File: config.mk
export PLATFORM = sky130hd
export DESIGN_NAME = light_monitor
export DESIGN_NICKNAME = d
export VERILOG_FILES = /design/src/rtl/light_pkg.sv /design/src/rtl/sec_timer.sv /design/src/rtl/light_monitor.sv
export SDC_FILE = /design/constraint.sdc
export NUM_CORES = 1
export LEC_CHECK = 0
export ABC_AREA = 1
export CAP_MARGIN = 10
export CORE_UTILIZATION = 35
export DETAILED_ROUTE_END_ITERATION = 6
export PLACE_DENSITY = 0.54
export SLEW_MARGIN = 10
export SYNTH_ARGS = -nofsm -noshare
export SYNTH_HDL_FRONTEND = slang
export SYNTH_SLANG_ARGS = --single-unit
File: constraint.sdc
create_clock -name Clk -period 9.4 [get_ports Clk]
set_clock_uncertainty 0.2 [all_clocks]
set_input_delay 1.88 -clock Clk [delete_from_list [all_inputs] [get_ports Clk]]
set_output_delay 1.88 -clock Clk [all_outputs]
set_load 0.01 [all_outputs]
File: src/rtl/light_pkg.sv
// light_pkg: phase, lamp-pattern and fault-code definitions shared by the lamp bus controller and monitor
package light_pkg;

  typedef enum logic [2:0] {
    PH_ALLRED  = 3'd0,
    PH_R1G2    = 3'd1,
    PH_R1Y2    = 3'd2,
    PH_G1R2    = 3'd3,
    PH_Y1R2    = 3'd4,
    PH_ILLEGAL = 3'd7
  } phase_t;

  typedef enum logic [1:0] {
    FC_NONE  = 2'd0,
    FC_COMBO = 2'd1,
    FC_TRANS = 2'd2,
    FC_DWELL = 2'd3
  } fault_t;

  // Lamp vectors in {R1,R2,Y1,Y2,G1,G2} order
  localparam logic [5:0] LAMP_ALLRED = 6'b110000;
  localparam logic [5:0] LAMP_R1G2   = 6'b100001;
  localparam logic [5:0] LAMP_R1Y2   = 6'b100100;
  localparam logic [5:0] LAMP_G1R2   = 6'b010010;
  localparam logic [5:0] LAMP_Y1R2   = 6'b011000;

  function automatic phase_t decode(input logic [5:0] l);
    return l == LAMP_ALLRED ? PH_ALLRED :
           l == LAMP_R1G2   ? PH_R1G2   :
           l == LAMP_R1Y2   ? PH_R1Y2   :
           l == LAMP_G1R2   ? PH_G1R2   :
           l == LAMP_Y1R2   ? PH_Y1R2   : PH_ILLEGAL;
  endfunction

  // ALLRED is always reachable: it is the controller's abort path
  function automatic logic legal_next(input phase_t p, input phase_t n);
    return n == PH_ALLRED ||
           (n == PH_R1G2 && (p == PH_ALLRED || p == PH_Y1R2)) ||
           (n == PH_R1Y2 && p == PH_R1G2) ||
           (n == PH_G1R2 && p == PH_R1Y2) ||
           (n == PH_Y1R2 && p == PH_G1R2);
  endfunction

endpackage

File: src/rtl/sec_timer.sv
// sec_timer: cycle divider plus saturating seconds counter measuring time spent in one phase
module sec_timer #(
  parameter int CLK_PER_SEC = 1000,
  localparam int DW = CLK_PER_SEC > 1 ? $clog2(CLK_PER_SEC) : 1
) (
  input  logic       clk,
  input  logic       rst_n,
  input  logic       i_restart,
  input  logic       i_hold,
  input  logic [7:0] i_exp,
  output logic       o_wrap,
  output logic [7:0] o_sec,
  output logic       o_over
);

  logic [DW-1:0] r_div;
  logic [7:0]    r_sec;

  assign o_wrap = r_div == DW'(CLK_PER_SEC - 1);
  assign o_sec  = r_sec;
  // Counter value equals elapsed-1, so this fires on cycle i_exp*CLK_PER_SEC+1 after entry
  assign o_over = r_sec == i_exp && r_div == '0;

  // Divider and seconds count; seconds saturate so a stuck phase never wraps back
  always_ff @(posedge clk or negedge rst_n) begin
    if (!rst_n) begin
      r_div <= '0;
      r_sec <= '0;
    end else if (i_restart || i_hold) begin
      r_div <= '0;
      r_sec <= '0;
    end else if (o_wrap) begin
      r_div <= '0;
      r_sec <= r_sec + {7'd0, r_sec != 8'hff};
    end else begin
      r_div <= r_div + 1'b1;
    end
  end

endmodule

File: src/rtl/light_monitor.sv
// light_monitor: decodes the lamp bus, drives the seconds countdown and latches the first protocol fault
module light_monitor import light_pkg::*; #(
  parameter int CLK_PER_SEC = 1000,
  parameter int GREEN_SEC   = 55,
  parameter int YELLOW_SEC  = 5
) (
  input  logic       Clk,
  input  logic       Rst_n,
  input  logic       en,
  input  logic       clr,
  input  logic       R1,
  input  logic       R2,
  input  logic       Y1,
  input  logic       Y2,
  input  logic       G1,
  input  logic       G2,
  output logic [2:0] phase,
  output logic [7:0] remain,
  output logic       fault,
  output logic [1:0] fault_code
);

  logic [5:0] r_lamp;
  phase_t     r_prev;
  logic       r_en;
  logic       r_fault;
  fault_t     r_code;

  phase_t     w_phase;
  fault_t     w_code;
  logic       w_chg, w_start, w_short, w_ill, w_trans, w_dwell;
  logic       w_wrap, w_over;
  logic [7:0] w_sec, w_exp_cur, w_exp_prev;

  function automatic logic [7:0] dwell(input phase_t p);
    return (p == PH_R1G2 || p == PH_G1R2) ? 8'(GREEN_SEC) :
           (p == PH_R1Y2 || p == PH_Y1R2) ? 8'(YELLOW_SEC) : 8'd0;
  endfunction

  sec_timer #(.CLK_PER_SEC(CLK_PER_SEC)) u_timer (
    .clk       (Clk),
    .rst_n     (Rst_n),
    .i_restart (w_start),
    .i_hold    (!en),
    .i_exp     (w_exp_cur),
    .o_wrap    (w_wrap),
    .o_sec     (w_sec),
    .o_over    (w_over)
  );

  // Phase decode, successor/dwell checks and countdown; timer values are stale on a change cycle
  always_comb begin
    w_phase    = decode(r_lamp);
    w_chg      = w_phase != r_prev;
    w_start    = w_chg || (en && !r_en);
    w_exp_cur  = dwell(w_phase);
    w_exp_prev = dwell(r_prev);
    w_short    = w_chg && w_exp_prev != 8'd0 && w_phase != PH_ALLRED &&
                 !(w_wrap && w_sec == w_exp_prev - 8'd1);
    w_ill      = en && w_phase == PH_ILLEGAL;
    w_trans    = en && w_chg && !legal_next(r_prev, w_phase);
    w_dwell    = en && r_en && (w_short || (!w_chg && w_exp_cur != 8'd0 && w_over));
    w_code     = w_ill ? FC_COMBO : w_trans ? FC_TRANS : w_dwell ? FC_DWELL : FC_NONE;
    remain     = (!en || w_exp_cur == 8'd0) ? 8'd0 :
                 w_start ? w_exp_cur :
                 w_sec < w_exp_cur ? w_exp_cur - w_sec : 8'd1;
  end

  // Lamp input register and the phase/enable history used for change detection
  always_ff @(posedge Clk or negedge Rst_n) begin
    if (!Rst_n) begin
      r_lamp <= LAMP_ALLRED;
      r_prev <= PH_ALLRED;
      r_en   <= 1'b0;
    end else begin
      r_lamp <= {R1, R2, Y1, Y2, G1, G2};
      r_prev <= w_phase;
      r_en   <= en;
    end
  end

  // Sticky first-fault latch; a fault arriving together with clr replaces the old one
  always_ff @(posedge Clk or negedge Rst_n) begin
    if (!Rst_n) begin
      r_fault <= 1'b0;
      r_code  <= FC_NONE;
    end else if (w_code != FC_NONE && (!r_fault || clr)) begin
      r_fault <= 1'b1;
      r_code  <= w_code;
    end else if (clr) begin
      r_fault <= 1'b0;
      r_code  <= FC_NONE;
    end
  end

  assign phase      = w_phase;
  assign fault      = r_fault;
  assign fault_code = r_code;

endmodule
Yosys cells after proc, flatten, opt, wreduce, memory -nomap -nowiden --
Index checks and enable logic that the tools add are counted. Widths: inputs -> output; s select.
Operators by class: add/sub/neg operators 4, $mul 0, div/mod/pow operators 0, $lt $le $gt $ge 1, equality and inequality tests 19, shifts and indexed selects 0, mux-type cells 23, bitwise logic cells 0, reductions and logical operators 48
Operators with widths (count):
- $mux 8 | 5
- $mux 10 | 2
- $eq 6x6->1 const B | 3
- $logic_and 1x1->1 | 18
- $mux 3 | 6
- $reduce_bool 8->1 | 2
- $logic_or 1x1->1 | 14
- $eq 3x2->1 const B | 4
- $eq 6x5->1 const B | 2
- $mux 2 | 6
- $mux 6 | 2
- $add 10x1->10 const B | 1
- $eq 10x10->1 const B | 1
- $logic_not 10->1 | 1
- $eq 3x3->1 const B | 3
- $add 8x1->8 | 1
- $eq 8x6->1 | 1
- $eq 8x8->1 | 1
- $logic_not 8->1 | 1
- $lt 8x6->1 | 1
- $ne 8x8->1 const B | 1
- $sub 6x8->8 | 1
- $sub 6x1->7 const B | 1
- $eq 3x1->1 const B | 2
- 6 further kinds | 15
Word-level totals: flip-flop bits (word level) 31, bits in latches 0, bits in writable memories 0, ROM bits 0, input bits 10, word-level logic and storage cells 102, memories kept 0

Depth between registers and ports, before layout --
depth in word-level cells 21, depth in mapped cells 18

Modules after synthesis --
From an unflattened synthesis, not the netlist that was laid out.
Second synthesis, totals: cells, all modules 343, area total of the unflattened synthesis 2359.8 sq um
Modules (own cells, without submodules):
- light_monitor | instances 1, cells an instance 178, area an instance 1184.9 sq um
- sec_timer | instances 1, cells an instance 165, area an instance 1174.9 sq um

Worst setup path after synthesis --
No wires, ideal clock.
path kind register to output, from register r_lamp[5], to output port remain[0], data arrival time 2756 ps, path slack 4564 ps, stages on the path, launching flop included 15, buffers on the path 0, path through dfstp_2 -> nor2_2 -> nand4_1 -> nand2_1 -> nor2_1 -> ha_1 -> inv_1 -> fa_1 -> nand2_1 -> inv_1 -> o21ai_0 -> o21a_1 -> nand3b_1 -> inv_1 -> a311oi_1
Between the ends: longest elaborated chain between the ends 14, elaborated cells between the ends (all ways) 27
RTL lines:
- start, declared | RTL line light_monitor.sv:23 | logic [5:0] r_lamp;
- start signal, assigned | RTL line light_monitor.sv:76 | r_lamp <= {R1, R2, Y1, Y2, G1, G2};
- $eq 6x5->1 | RTL line light_pkg.sv:32 | l == LAMP_Y1R2 ? PH_Y1R2 : PH_ILLEGAL;
- $mux 2 | RTL line light_pkg.sv:32
- $mux 3 | RTL line light_pkg.sv:31 | l == LAMP_G1R2 ? PH_G1R2 :
- $mux 3 | RTL line light_pkg.sv:30 | l == LAMP_R1Y2 ? PH_R1Y2 :
- $mux 3 | RTL line light_pkg.sv:29 | l == LAMP_R1G2 ? PH_R1G2 :
- $mux 3 (*) | RTL line light_pkg.sv:28 | return l == LAMP_ALLRED ? PH_ALLRED :
- $eq 3x2->1 or $eq 3x3->1 (tied branches) | RTL line light_monitor.sv:37 | (p == PH_R1Y2 || p == PH_Y1R2) ? 8'(YELLOW_SEC) : 8'd0;
- $logic_or 1x1->1 | RTL line light_monitor.sv:37
- $mux 3 | RTL line light_monitor.sv:37
- $mux 6 | RTL line light_monitor.sv:36 | return (p == PH_R1G2 || p == PH_G1R2) ? 8'(GREEN_SEC) :
- $sub 6x8->8 or $lt 8x6->1 (tied branches) | RTL line light_monitor.sv:66 | w_sec < w_exp_cur ? w_exp_cur - w_sec : 8'd1;
- $mux 8 | RTL line light_monitor.sv:66
- $mux 8 | RTL line light_monitor.sv:65 | w_start ? w_exp_cur :
- $mux 8 (*) | RTL line light_monitor.sv:64 | remain = (!en || w_exp_cur == 8'd0) ? 8'd0 :
- end, declared | RTL line light_monitor.sv:18 | output logic [7:0] remain,
Every way passes the cells marked *; elsewhere a longest branch is shown, timed or not.

Worst setup path after layout --
from input port en, to output port remain[1]
Between the ends: longest elaborated chain between the ends 4, elaborated cells between the ends (all ways) 6
RTL lines:
- start, declared | RTL line light_monitor.sv:9 | input logic en,
- $logic_and 1x1->1 | RTL line light_monitor.sv:55 | w_start = w_chg || (en && !r_en);
- $logic_or 1x1->1 | RTL line light_monitor.sv:55
- $mux 8 | RTL line light_monitor.sv:65
- $mux 8 (*) | RTL line light_monitor.sv:64
Marks and branches as above.

==> flow_summary.json <==
{
  "status": "completed",
  "drt-wirelength-per-cell_um": 11.8,
  "fin_setup_tns_ns": 0,
  "place.gp.congestion": 0.747,
  "die-width_um": 79.8,
  "worstHoldPathCells": 2,
  "via_per_inst": 4.75,
  "fp.dieH_um": 79.8,
  "pre_cts_ws_ns": 3.44,
  "hold_viol_final": 0,
  "grt_pass1_wl_um": 8060,
  "top_layer_used": "met4",
  "layout_common_cells": "nand2_1 (56), nor2_1 (50), inv_1 (45), dfrtp_1 (29), clkdlybuf4s50_1 (22)",
  "synth_top_area_share_pct": 34.2,
  "clk_path_buf_depth": 2,
  "vias": 1832,
  "clock_tree.root_cell": "clkbuf_8",
  "wl_met1_um": 2290,
  "setup_viol": 0,
  "synth_nets": 305,
  "insertion_delay_ns": 0.29,
  "dpl.cell_count": 378,
  "cts_setup_buffers": 0,
  "wl_met3_um": 120,
  "critPathArrivalTime_ns": 3.90,
  "gr-total-overflow": 0,
  "rsz0062_at_grt": "no",
  "die-area_um2": 6370,
  "synth_area_leader_cell": "dfrtp_1",
  "ys_seq_area_share_pct": 36.7,
  "fmax_mhz": 167,
  "syn_inst": 285,
  "fin_area_um2": 2500,
  "min_path_type": "reg -> reg",
  "cts_buffers": 5,
  "wl_met2_um": 2120,
  "grt_use_total_pct": 16.3,
  "critPathLaunch": "en",
  "clock-sinks": 31,
  "ys_ff_latch": 31,
  "final_common_cell": "nand2_1",
  "h-tree-depth": 2,
  "initial_utilization_pct": 37.4,
  "final_cells": 386,
  "cts_tree": "done",
  "drive_gt1_share_pct": 11.5,
  "port-buffer-count": 22,
  "period_needed_ns": 5.98,
  "area_growth_pct": 18.1,
  "maxCapViolCount": 0,
  "rows": 27,
  "cts.reportedPaths.clkPinSlew_ns": 0.07,
  "worst-setup-path-type": "in -> out",
  "holdBufCountCts": 0,
  "worstRegToRegCells": 17,
  "dp_hpwl_um": 3420,
  "placed_area_um2": 2420,
  "core_um2": 5680,
  "synth.distinct_cells": 36,
  "drtPass1Iterations": 4,
  "worstPathMaxFanout": 7,
  "final_antenna_net_count": 0,
  "antenna_cells": 0,
  "critPathCaptureType": "output port",
  "vdd_ir_drop_max_v": 0.0000670,
  "nets": 333,
  "grt_pass1_vias": 1794,
  "p_per_area_nw_per_um2": 117,
  "syn_avg_cell_area_um2": 7.44,
  "routed_wl_um": 4560,
  "setup_ws_ns": 3.42,
  "p_leak_nw": 1.19,
  "r2r_setup_slack_ns": 6.24,
  "final_max_slew_viol_count": 0,
  "timing.rr.end": "fault_code[1]",
  "cts_resized": 0,
  "r2r-start": "r_lamp[5]",
  "drt_iter0_markers": 95,
  "syn-cell-area_um2": 2120,
  "ios": 24,
  "ys.warnings.count": 0,
  "ys_top_cells_by_area": "dfrtp_1 (34%), nand2_1 (9.9%), nor2_1 (8.8%)",
  "whs_endpoint": "fault_code[0]",
  "min-delay-start": "fault_code[0]",
  "grt_max_degree": 32,
  "antenna_found_initial": 0,
  "crit_required_ns": 7.32,
  "start_kind": "input port",
  "finalCritPeriodShare_pct": 63.7,
  "drcViolationCount": 0
}
==> Yosys cell counts (all sizes together) <==
library cell  number
nand2             60
nor2              58
inv               47
dfrtp             29
nand3             23
a21oi             10
nor3              10
ha                 9
nand4              7
o21ai              7
xor2               5
o211ai             3
a31oi              2
buf                2
dfstp              2
nor4               2
a211oi             1
a311oi             1
conb               1
fa                 1
nand3b             1
nor3b              1
o2111ai            1
o21a               1
or2                1
==> cell families after synthesis <==
kind of cell	Yosys count	share of synthesized area, %
XOR/XNOR	5	2.06
other	1	0.177
adder cells (fa/ha/maj)	10	6.25
AND/OR/NAND/NOR	163	38.0
flip-flops	31	36.7
buffers and inverters	49	9.20
AO/OA/AOI/OAI	26	7.61
==> report_power, final <==
part           switching, mW  internal [mW]  total (mW)
Sequential           0.00355          0.138       0.142
Clock                 0.0543         0.0517       0.106
Combinational         0.0279         0.0184      0.0463
Total                 0.0858          0.208       0.294
==> cell type report <==
class	instances	area, um^2
Clock buffer	6	72.6
Inverter	47	176
Timing Repair Buffer	23	228
Tap cell	72	90.1
Sequential cell	31	778
Clock inverter	2	12.5
Fill cell	597	3170
Multi-Input combinational cell	205	1150
==> routing by layer <==
metal / vias to the layer above / global-route usage, %
li1: 967 / -
met1: 840 / 20.5
met2: 23 / 27.6
met3: 2 / 3.09
met4: 0 / 5.89
met5: - / 0
==> per-stage QoR <==
stage | power, mW | util, % | hold slack [ns]
floorplan | 0.174 | - | 0.254
global placement | 0.191 | 42.6 | 0.255
detailed placement | 0.191 | 42.6 | 0.263
CTS | 0.299 | 44.1 | 0.280
global route | 0.310 | 44.1 | 0.319
finish | 0.294 | 44.1 | 0.276
==> critical path, cell delays in order <==
cell and delay (ns):
clkdlybuf4s50_1 0.63, inv_1 0.13, nor2_1 0.29, nor2_8 0.09
o21ai_0 0.30, nor2_1 0.09, clkdlybuf4s50_1 0.48
==> worst max-delay path by stage <==
stage | cells past startpoint | slack [ns] | to
global placement | 7 | 3.49 | remain[1]
global route | 15 | 3.01 | remain[0]
finish | 7 | 3.42 | remain[1]
floorplan | 14 | 4.56 | remain[0]
CTS | 15 | 3.40 | remain[0]
detailed placement | 7 | 3.44 | remain[1]
==> registers in the layout, summed over array words and instances (netlist names) <==
register       count
fault              1
fault_code         2
r_en               1
r_lamp             6
r_prev             3
u_timer.o_sec      8
u_timer.r_div     10
Power figures use the tool's default switching activity.
==> RTL edit 1 (config.mk and constraints unchanged) <==
Register the output `fault_code` once more, with the module's reset; this adds one clock of latency there. The other outputs are not delayed to match.
--- a/src/rtl/light_monitor.sv
+++ b/src/rtl/light_monitor.sv
@@ -95,6 +95,12 @@
 
   assign phase      = w_phase;
   assign fault      = r_fault;
-  assign fault_code = r_code;
+  always_ff @(posedge Clk or negedge Rst_n) begin
+    if (!Rst_n) begin
+      fault_code <= '0;
+    end else begin
+      fault_code <= r_code;
+    end
+  end
 
 endmodule
Check against the original RTL: not equivalent (Yosys sat finds a counterexample within 4 cycles, from zero or initial values and one cycle with Rst_n low).
==> RTL edit 1 against the original RTL <==
Setup slack better by 0.11 ns; design area up 2.9%; first-iteration DRC count down 31%; power up 11%; worst hold slack worse by 0.10 ns; sequential power up 7%; routed wire length down 2.2%; maximum frequency up 1.9%; synthesized cell count up 1.4%; utilization down 0.86 points; final cell count up 1.6%; register-to-register slack better by 0.06 ns; area after synthesis up 2.4%; sequential cell count up 2; largest cell class unchanged; largest power group unchanged.
==> RTL edit 1: results (changes against the original RTL) <==
| Metric | Value |
|---|---|
| Combinational power | 45.8 uW (-1%) |
| Peak supply drop | 0.0566 mV (-16%) |
| Post-Syn Nets | 309 (+1.3%) |
| Pre-CTS setup slack | 3.50 ns (+0.0619 ns) |
| First-pass GRT wire length | 7850 um (-2.7%) |
| Distinct cells, synth | 38 (+5.6%) |
| Vias per cell | 4.67 (-1.7%) |
| Reg2reg start | r_lamp[4] |
| Fill cells | 617 (+3.4%) |
| Top cells by area, synth | dfrtp_1 36%, nand2_1 10%, nor2_1 8.6% |
| Worst setup path end | remain[4] |
| Synth top cells by count | 60 x nand2_1, 50 x nor2_1, 49 x inv_1, 31 x dfrtp_1, 18 x nand3_1 |
| Final WL | 4460 um (-2.2%) |
| Layout cells sized above 1 | 11.4% (-0.11 points) |
| FF-to-FF End | r_code[0] |
| Placer Congestion | 0.859 (+15%) |
| Status | completed |
| GRT Util Overall | 15.8% (-0.54 points) |
| Lkg Pwr | 1.28 nW (+7.6%) |
| Sequential-to-total area share from yosys stat | 38.2% (+1.5 points) |
| Post-DP HPWL | 3420 um (about the same) |
| Sw Ratio | 25.9% (-3.3 points) |
| Tcrit/Tclk final | 62.5% (-1.2 points) |
| Vias in the first global route | 1,768 (-1.4%) |
| Placed cell area | 0.00247 sq mm (+2.2%) |
| CTS resizes | 0 (unchanged) |
| DRT iter0 DRCs | 66 (-31%) |
| WHS Path Cells | 0 (-2) |
| Clock Power | 130 uW (+23%) |
-- RTL edit 1: cell types whose count changed in the layout (fill, tap and decap cells not counted), moves of 2 or more --
| cell | change |
|---|---|
| o211ai_1 | -2 |
| a21oi_1 | -3 |
| dfrtp_1 | +2 |
| a21oi_2 | +2 |
| inv_1 | +4 |
| nor3b_2 | +2 |
| nand2_1 | +4 |
-- RTL edit 1: metrics by stage --
step                cells  util (%)
floorplan             289         -
global placement      385      41.5
detailed placement    385      41.5
CTS                   392      43.3
global route          392      43.3
finish                392      43.3
-- RTL edit 1: cell families after synthesis --
kind of cell,after synthesis,share of synthesized area (%)
buf+inv,53,9.68
xor+xnor,5,2.02
flops,33,38.2
simple gates,165,37.6
compound gates,22,6.28
fa+ha+maj,10,6.11
other cells,1,0.173
-- RTL edit 1: cell type report --
cell class / instances / share of cell area, %
Clock buffer: 5 / 2.67
Tap cell: 75 / 3.64
Clock inverter: 2 / 1.36
Multi-Input combinational cell: 203 / 43.9
Timing Repair Buffer: 23 / 8.83
Sequential cell: 33 / 32.1
Inverter: 51 / 7.43
-- RTL edit 1: worst min path at each step --
stage                     slack (ns)       from             to
after floorplan                 0.15  r_code[0]  fault_code[0]
after detailed placement        0.16  r_code[1]  fault_code[1]
after global routing            0.20  r_code[1]  fault_code[1]
after global placement          0.17  r_code[1]  fault_code[1]
final                           0.18  r_code[1]  fault_code[1]
after CTS                       0.18  r_code[1]  fault_code[1]
-- RTL edit 1: routing by layer --
metal	share of wire (%)	global-route usage (%)	wire (um)
met5	0	0	0
met4	0.99	6.96	44
met3	3.6	3.93	159
met2	43	23.4	1920
met1	52	21.6	2330
==> RTL edit 2 (same settings) <==
Without the edit above. `CLK_PER_SEC` is set to 1000 in 2 places; all go to 500.
--- a/src/rtl/sec_timer.sv
+++ b/src/rtl/sec_timer.sv
@@ -1,6 +1,6 @@
 // sec_timer: cycle divider plus saturating seconds counter measuring time spent in one phase
 module sec_timer #(
-  parameter int CLK_PER_SEC = 1000,
+  parameter int CLK_PER_SEC = 500,
   localparam int DW = CLK_PER_SEC > 1 ? $clog2(CLK_PER_SEC) : 1
 ) (
   input  logic       clk,
--- a/src/rtl/light_monitor.sv
+++ b/src/rtl/light_monitor.sv
@@ -1,6 +1,6 @@
 // light_monitor: decodes the lamp bus, drives the seconds countdown and latches the first protocol fault
 module light_monitor import light_pkg::*; #(
-  parameter int CLK_PER_SEC = 1000,
+  parameter int CLK_PER_SEC = 500,
   parameter int GREEN_SEC   = 55,
   parameter int YELLOW_SEC  = 5
 ) (
Formal check against the unedited RTL: no difference found for any inputs over 10 cycles, from zero or initial values and one cycle with Rst_n low; that may be too few to reach the edited logic, so the function may still have changed.
==> RTL edit 2 against the original RTL <==
Power is 6.3% higher; design area is 4.4% lower; global-route usage is 0.17 points lower; critical path type unchanged; critical endpoint unchanged; area after synthesis is 6.8% lower; synthesized cell count is 6.3% lower; sequential cell count is 1 lower; final cell count is 4.9% lower; routed wire length is 7.6% lower; setup slack worse by 0.016 ns.
==> RTL edit 2: results (changes against the original RTL) <==
| Metric | Value |
|---|---|
| First-pass GRT wire length | 7620 um (-5.4%) |
| Distinct cells, synth | 29 (-19%) |
| Fin crit period | 6.00 ns (+0.0155 ns) |
| Vias in the first global route | 1,731 (-3.5%) |
| Routed met1 length | 2060 um (-9.8%) |
| Synth top cells by count | 53 x nand2_1, 43 x inv_1, 43 x nor2_1, 28 x dfrtp_1, 14 x nand3_1 |
| Peak supply drop | 0.0680 mV (+1.4%) |
| Status | completed |
| Placed cell area | 0.00228 sq mm (-5.6%) |
| WL met2 | 1950 um (-8.4%) |
| Clk Latency, worst-skew pair | 0.29 ns (about the same) |
| Flop2flop setup slack | 6.30 ns (+0.06 ns) |
| Layout Nets | 316 (-5.1%) |
| Vias | 1,758 (-4.0%) |
| Top sig layer | met4 |
| Sequential-to-total area share from yosys stat | 38.1% (+1.4 points) |
| Largest net degree at the start of global routing | 31 (-3.1%) |
| Met2 Use GR | 25.4% (-2.2 points) |
| GRT Util Overall | 16.1% (-0.17 points) |
| DRT iter0 DRCs | 58 (-39%) |
| Pre-CTS setup slack | 3.41 ns (-0.0344 ns) |
| Critical Path Max Stage Delay | 0.65 ns (+0.02 ns) |
| Max reg flops | 9 (-1) |
| Top cells by area, synth | dfrtp_1 35%, nand2_1 10%, inv_1 8.2% |
| Placer Congestion | 0.804 (+7.6%) |
| Met3 wire len | 169 um (+41%) |
| Final WL | 4210 um (-7.6%) |
| Largest register by flop count | u_timer.r_div |
| Min-Delay Path Class | register to register |
| Main synth FF type | dfrtp_1 |
| Met1 usage | 20.9% (+0.33 points) |
| Lkg Pwr | 1.16 nW (-2.3%) |
| Highest net fanout along the worst path | 9 (+2) |
| Final setup violation count | 0 (unchanged) |
| Layout cells sized above 1 | 9.09% (-2.4 points) |
| Placed cells | 359 (-5.0%) |
| Drt wl/cell | 11.5 um (-2.8%) |
| GRT met3 Usage | 5.24% (+2.2 points) |
| Post-Syn Nets | 287 (-5.9%) |
| Arr. time, crit path | 3.92 ns (+0.02 ns) |
| Post-DP HPWL | 3210 um (-6.0%) |
| Synth Instances | 267 (-6.3%) |
RTL edit 2: cell type report:
type | instances | area, sq um
clock inverters | 3 | 40.0
flip-flops and latches | 30 | 753
clock buffers | 5 | 68.8
multi-input cells | 191 | 1050
inverters | 45 | 169
repair buffers | 23 | 228
fillers | 555 | 2880
well taps | 70 | 87.6
RTL edit 2: cell families (layout without fill, tap and decap cells):
family / after synthesis / in the layout / synth area share (%)
XOR/XNOR: 10 / 10 / 4.43
AND/OR/NAND/NOR: 148 / 148 / 35.1
other: 1 / 1 / 0.190
adder cells (fa/ha/maj): 10 / 10 / 6.71
flip-flops: 30 / 30 / 38.1
AO/OA/AOI/OAI: 22 / 22 / 6.58
buffers and inverters: 46 / 76 / 8.92
RTL edit 2: worst min path at each step:
stage / slack, ns / startpoint / cells after the start / endpoint
2_1_floorplan: 0.23 / u_timer.r_div[0] / 1 / u_timer.r_div[0]
3_3_place_gp: 0.25 / u_timer.r_div[0] / 1 / u_timer.r_div[0]
3_5_place_dp: 0.25 / u_timer.r_div[0] / 1 / u_timer.r_div[0]
4_1_cts: 0.26 / u_timer.r_div[0] / 1 / u_timer.r_div[0]
5_1_grt: 0.27 / u_timer.r_div[0] / 1 / u_timer.r_div[0]
6_report: 0.25 / u_timer.r_div[0] / 1 / u_timer.r_div[0]
RTL edit 2: power by group:
group / total, mW / internal (mW) / switching (mW) / leakage [nW]
Sequential: 0.137 / 0.134 / 0.00299 / 0.379
Combinational: 0.0450 / 0.0176 / 0.0274 / 0.728
Clock: 0.131 / 0.0780 / 0.0527 / 0.0579
Total: 0.313 / 0.230 / 0.0830 / 1.16
RTL edit 2: worst max-delay path: cells and delay by family:
family	cells	cell delay (ns)
buffers and inverters	3	1.26
AOI/OAI and AO/OA	1	0.29
and+or+nand+nor	3	0.49
